<file path="src/rtl/imem_boot_loader.sv">
// Byte-stream boot loader: parses a framed program image, writes it into instr_mem
// word by word, and releases the core from reset only after the checksum verifies.
module imem_boot_loader #(
    parameter int          ADDR_WIDTH = 8,
    parameter logic [7:0]  MAGIC      = 8'hA5
) (
    input  logic                  clk,
    input  logic                  reset,
    input  logic                  in_valid,
    input  logic [7:0]            in_data,
    output logic                  in_ready,
    input  logic                  restart,
    output logic                  imem_we,
    output logic [ADDR_WIDTH-1:0] imem_addr,
    output logic [31:0]           imem_wdata,
    output logic                  core_reset,
    output logic                  boot_done,
    output logic                  boot_error
);

    typedef enum logic [2:0] {
        S_IDLE, S_LEN0, S_LEN1, S_DATA, S_CSUM, S_DONE, S_ERROR
    } state_e;

    localparam longint unsigned CAPACITY = 64'd1 << ADDR_WIDTH;

    state_e                  state_q;
    logic [15:0]             len_q;
    logic [15:0]             word_cnt_q;
    logic [1:0]              byte_cnt_q;
    logic [23:0]             word_q;
    logic [7:0]              xor_q;
    logic                    imem_we_q;
    logic [ADDR_WIDTH-1:0]   imem_addr_q;
    logic [31:0]             imem_wdata_q;
    logic                    core_reset_q;
    logic                    boot_done_q;
    logic                    boot_error_q;

    logic                    xfer;
    logic [15:0]             len_d;
    logic [31:0]             word_d;
    logic [7:0]              xor_d;
    logic                    last_word;

    assign in_ready  = (state_q != S_DONE) && (state_q != S_ERROR);
    assign xfer      = in_valid && in_ready;
    assign len_d     = {in_data, len_q[7:0]};
    assign word_d    = {in_data, word_q};
    assign xor_d     = xor_q ^ in_data;
    assign last_word = (word_cnt_q == len_q - 16'd1);

    // NOTE: sequential state uses non-blocking assignments only, so every register
    // samples pre-edge values and simulation matches the synthesized flops.
    always_ff @(posedge clk or posedge reset) begin
        if (reset) begin
            state_q      <= S_IDLE;
            len_q        <= '0;
            word_cnt_q   <= '0;
            byte_cnt_q   <= '0;
            word_q       <= '0;
            xor_q        <= '0;
            imem_we_q    <= 1'b0;
            imem_addr_q  <= '0;
            imem_wdata_q <= '0;
            core_reset_q <= 1'b1;
            boot_done_q  <= 1'b0;
            boot_error_q <= 1'b0;
        end else begin
            imem_we_q <= 1'b0;
            case (state_q)
                S_IDLE: begin
                    // Anything other than MAGIC is line noise ahead of a frame.
                    if (xfer && in_data == MAGIC) begin
                        state_q    <= S_LEN0;
                        word_cnt_q <= '0;
                        byte_cnt_q <= '0;
                        xor_q      <= '0;
                    end
                end
                S_LEN0: begin
                    if (xfer) begin
                        len_q   <= {8'h00, in_data};
                        state_q <= S_LEN1;
                    end
                end
                S_LEN1: begin
                    if (xfer) begin
                        len_q <= len_d;
                        if (64'(len_d) > CAPACITY) begin
                            state_q      <= S_ERROR;
                            boot_error_q <= 1'b1;
                        end else if (len_d == 16'd0) begin
                            state_q <= S_CSUM;
                        end else begin
                            state_q <= S_DATA;
                        end
                    end
                end
                S_DATA: begin
                    if (xfer) begin
                        xor_q      <= xor_d;
                        byte_cnt_q <= byte_cnt_q + 2'd1;
                        case (byte_cnt_q)
                            2'd0: word_q[7:0]   <= in_data;
                            2'd1: word_q[15:8]  <= in_data;
                            2'd2: word_q[23:16] <= in_data;
                            default: begin
                                imem_we_q    <= 1'b1;
                                imem_addr_q  <= word_cnt_q[ADDR_WIDTH-1:0];
                                imem_wdata_q <= word_d;
                                word_cnt_q   <= word_cnt_q + 16'd1;
                                if (last_word) state_q <= S_CSUM;
                            end
                        endcase
                    end
                end
                S_CSUM: begin
                    if (xfer) begin
                        if (in_data == xor_q) begin
                            state_q      <= S_DONE;
                            boot_done_q  <= 1'b1;
                            core_reset_q <= 1'b0;
                        end else begin
                            state_q      <= S_ERROR;
                            boot_error_q <= 1'b1;
                        end
                    end
                end
                S_DONE, S_ERROR: begin
                    if (restart) begin
                        state_q      <= S_IDLE;
                        core_reset_q <= 1'b1;
                        boot_done_q  <= 1'b0;
                        boot_error_q <= 1'b0;
                        len_q        <= '0;
                        word_cnt_q   <= '0;
                        byte_cnt_q   <= '0;
                        word_q       <= '0;
                        xor_q        <= '0;
                    end
                end
                default: state_q <= S_IDLE;
            endcase
        end
    end

    assign imem_we    = imem_we_q;
    assign imem_addr  = imem_addr_q;
    assign imem_wdata = imem_wdata_q;
    assign core_reset = core_reset_q;
    assign boot_done  = boot_done_q;
    assign boot_error = boot_error_q;

endmodule

</file>
<file path="config.mk">
export PLATFORM = sky130hd
export DESIGN_NAME = imem_boot_loader
export DESIGN_NICKNAME = d
export VERILOG_FILES = /design/src/rtl/imem_boot_loader.sv
export SDC_FILE = /design/constraint.sdc
export NUM_CORES = 1
export LEC_CHECK = 0
export CELL_PAD_IN_SITES_DETAIL_PLACEMENT = 0
export CELL_PAD_IN_SITES_GLOBAL_PLACEMENT = 1
export CORE_ASPECT_RATIO = 1.1
export CORE_MARGIN = 1.5
export CORE_UTILIZATION = 51
export CTS_BUF_LIST = sky130_fd_sc_hd__clkbuf_4
export DETAILED_ROUTE_END_ITERATION = 16
export GPL_TIMING_DRIVEN = 1
export PLACE_DENSITY = 0.91
export SYNTH_ARGS = -nofsm -noshare
export SYNTH_HDL_FRONTEND = slang
export SYNTH_SLANG_ARGS = --single-unit
</file>
<file path="constraint.sdc">
create_clock -name clk -period 9.8 [get_ports clk]
set_input_delay 1.47 -clock clk [delete_from_list [all_inputs] [get_ports clk]]
set_output_delay 1.47 -clock clk [all_outputs]
set_load 0.05 [all_outputs]
</file>
==> results.txt <==
- Counting tap cells, the placed design contains a total of 699 instances.
- Setup slack closes at 5.807 ns.
- Flops & latches, synth: 113
- Endpoint of the worst setup timing path: in_ready
- Die footprint: 11770 um2
* Post-layout power: 2.101 mW
- HPWL Detailed: 9281 um
- Setup repair after global routing left no endpoint under its margin.
* Area of the mapped netlist: 5677 um2
- Across the run, the number of max-cap violations was 0.
- Clock tree from TritonCTS: done
- Maximum single-stage delay on the critical path: 0.86 ns
* Number of antenna violations at the first check in global routing: 0
- Maximum fanout along the worst path: 17
- Data on the critical path is required at its endpoint by 8.33 ns.
* Height of the die: 113.7 um
* Insertion delay of the later-clocked pin in the worst-skew pair: 0.53 ns
- Number of vias per cell after detailed routing: 5.859
* Antenna Cells: 0
- The worst-case IR drop observed on VDD is 0.1762 mV.
- The synthesized netlist contains 60 unique library cells.
* Clock tree sinks: 113
- Setup TNS: 0 ns
- Worst setup EP type: primary output
- Number of global-route vias before repair: 4354
- Max Clk Rate: 250.4 MHz
* Core area: 10860 um2
- Critical register-to-register path startpoint: state_q[0]$_DFFE_PP0P_
* Worst-case reg-to-reg path depth: 4
* Slew of the pin with the lowest slew margin: 1.112 ns
- After routing the design area is 6671 um2.
- Worst reg-to-reg setup slack: 6.85 ns
- Clock skew on the completed layout was measured at 0.01517 ns.
* Largest net degree at the start of global routing: 62
* Kind of critical path: flop to primary output
* I/O pins: 57
* CP startpoint: state_q[0]$_DFFE_PP0P_
- Root Buffer: clkbuf_4
* Remaining number of nets flagged by the antenna check after routing: 0
- In the final routing, the length of wire on met1 measures 5683 um.
- In this run the deepest clock path goes through 2 buffers.
* Series of cell instances along the critical path: xor2_1 -> nand2_1 -> clkdlybuf4s50_1
- The die is 103.6 um wide.
- Headroom to the max-slew limit came out at 25.88%.
* Number of buffers inserted to repair setup after CTS: 0
- In the routed design, unresolved DRC markers number 0.
- The number of hold violations in the final report is 0.
- In this run the power density over the cells is 315.0 nW/um2.
* Post-Syn Nets: 540
- Wire length on met3: 801 um
- Final Max Tran Viols: 0
- Setup violations remaining at the end of the flow were counted as 0.
* All-layer global routing usage: 23.93%
- Part of the Yosys area used for sequential elements: 49.83%
- The path class of the tightest hold or removal check is flop to flop.
* Total length of routed wires: 13300 um
- The cell count after synthesis came out at 521.
- H-tree depth: 4
- Routability congestion estimate: 0.8818
- Dividing the detail-routed wire length by the instance count gives 18.21 um.
- For this run, the detailed router's first-pass iteration total came to 5.
* Global-route wire length before repair: 22100 um
- Standard cell with the maximum stage delay on the critical path: clkdlybuf4s50_1
* Nets: 590
- Hold buffers post-CTS: 0
- The flow ran to the end, and the final reports show no timing, DRC or antenna violations.
- Critical path arrival: 2.52 ns
* Fin crit share: 40.74%
- Once placement finished, the instance area stood at 6332 um2.
- Post-route insts no fill: 730
- Input and output buffers added on the ports amount to 56.
- During synthesis, Yosys emitted a total of 0 warnings.
* Setup slack after placement: 5.523 ns
- The worst setup path is launched from a flop.
* Starting Density: 52.27%
- Among all flip-flop cells after synthesis, the most frequent one is dfrtp_1.
- The routed design could run at a clock period as short as 3.993 ns.
- After clock tree synthesis, the clock-pin slew on the worst setup and hold paths is 0.10 ns.
- Number of synthesized flops with an enable pin: 0
- Initial DRC count: 234
- Total number of vias: 4277
* Total congestion overflow: 0
- Top routing layer in use: met4
- In this run the static leakage power is 2.858 nW.
- The number of clock buffers added by TritonCTS is 17.
* Post-CTS resize count: 0
* Synth-to-layout area growth: 17.52%
- Of the cells placed in the final design, the portion with a size suffix greater than 1 is 19.38%.
- Counting flops with an async set or reset pin after synthesis yields a share of 100.0%.
- Reg-to-Reg End: imem_addr[3]$_DFFE_PP0P_
- Met2 Routed Length: 6576 um
* Standard-cell row count: 40
- Syn Area/Cell: 10.90 um2
-- layout make-up --
class                           instances  area, um2
Clock buffer                           17      127.6
Clock inverter                         14      211.5
Fill cell                             898       4189
Inverter                               21      81.33
Multi-Input combinational cell        358       2648
Sequential cell                       113       2829
Tap cell                              147      183.9
Timing Repair Buffer                   60      590.6
-- cells in the final DEF, fill, tap and decap left out, types with 13 or more instances in the layout --
| cell | Yosys | routed |
|---|---|---|
| nor4_1 | 13 | 13 |
| dfrtp_1 | 112 | 112 |
| nand2_1 | 15 | 15 |
| inv_1 | 21 | 20 |
| clkbuf_4 | 0 | 17 |
| nor2_1 | 30 | 30 |
| o21ai_0 | 32 | 32 |
| xnor2_1 | 31 | 31 |
| mux2_2 | 64 | 64 |
| a21oi_1 | 17 | 17 |
| nand3_1 | 16 | 16 |
| clkdlybuf4s50_1 | 0 | 56 |
-- state kept, by name (all words and copies together), names as in the netlist, 2 cells and up --
name        count
imem_addr       8
xor_q           8
byte_cnt_q      2
imem_wdata     32
state_q         3
word_cnt_q     16
len_q          16
word_q         24
-- cell usage after synthesis (all sizes together) (13+ instances only) --
| library cell | number | area share [%] |
|---|---|---|
| clkbuf | 23 | 1.5 |
| nand2 | 15 | 0.99 |
| dfrtp | 112 | 49 |
| inv | 21 | 1.4 |
| xnor2 | 31 | 4.8 |
| nor2 | 31 | 2.1 |
| mux2 | 65 | 13 |
| nand3 | 16 | 1.4 |
| o21ai | 39 | 3.4 |
| a21oi | 17 | 1.5 |
| and2 | 13 | 1.4 |
| nor4 | 16 | 2.2 |
-- per-stage QoR --
stage,util (%),hold slack [ns]
2_1_floorplan,-,0.4585
3_3_place_gp,58.31,0.4693
3_5_place_dp,58.31,0.4789
4_1_cts,61.43,0.5087
5_1_grt,61.43,0.5206
6_report,61.43,0.5041
-- report_power, final --
group | internal (mW) | switching, mW | total [mW]
Sequential | 0.610 | 0.141 | 0.751
Clock | 0.227 | 0.183 | 0.409
Combinational | 0.391 | 0.550 | 0.941
Total | 1.23 | 0.874 | 2.10
-- worst min path at each step --
| stage | cells past startpoint | start | endpoint |
|---|---|---|---|
| global placement | 1 | word_q[1]$_DFFE_PP0P_ | word_q[1]$_DFFE_PP0P_ |
| CTS | 1 | word_q[1]$_DFFE_PP0P_ | word_q[1]$_DFFE_PP0P_ |
| detailed placement | 1 | word_q[1]$_DFFE_PP0P_ | word_q[1]$_DFFE_PP0P_ |
| floorplan | 1 | word_q[1]$_DFFE_PP0P_ | word_q[1]$_DFFE_PP0P_ |
| finish | 1 | word_q[1]$_DFFE_PP0P_ | word_q[1]$_DFFE_PP0P_ |
| global route | 1 | word_q[1]$_DFFE_PP0P_ | word_q[1]$_DFFE_PP0P_ |
-- cells by family (layout without fill, tap and decap cells) --
group,count (synthesis),after routing,share of synthesized area [%]
XOR/XNOR,39,39,6.017
adder cells (fa/ha/maj),7,7,1.543
AO/OA/AOI/OAI,93,93,10.32
multiplexers,65,65,12.89
buffers and inverters,50,112,3.549
flip-flops,113,113,49.83
AND/OR/NAND/NOR,154,154,15.85
-- worst max-delay path: cells and delay by family (launching register included) --
kind                   cells  cell delay [ns]
flip-flops                 1             0.71
buffers and inverters      1             0.86
AND/OR/NAND/NOR            1             0.26
XOR/XNOR                   1             0.17
-- routing by layer --
metal  up-vias  global-route usage [%]
li1       1964                       -
met1      2131                   29.80
met2       156                   41.07
met3        26                   5.429
met4         0                   8.981
met5         -                       0
(Power assumes the default switching activity.)
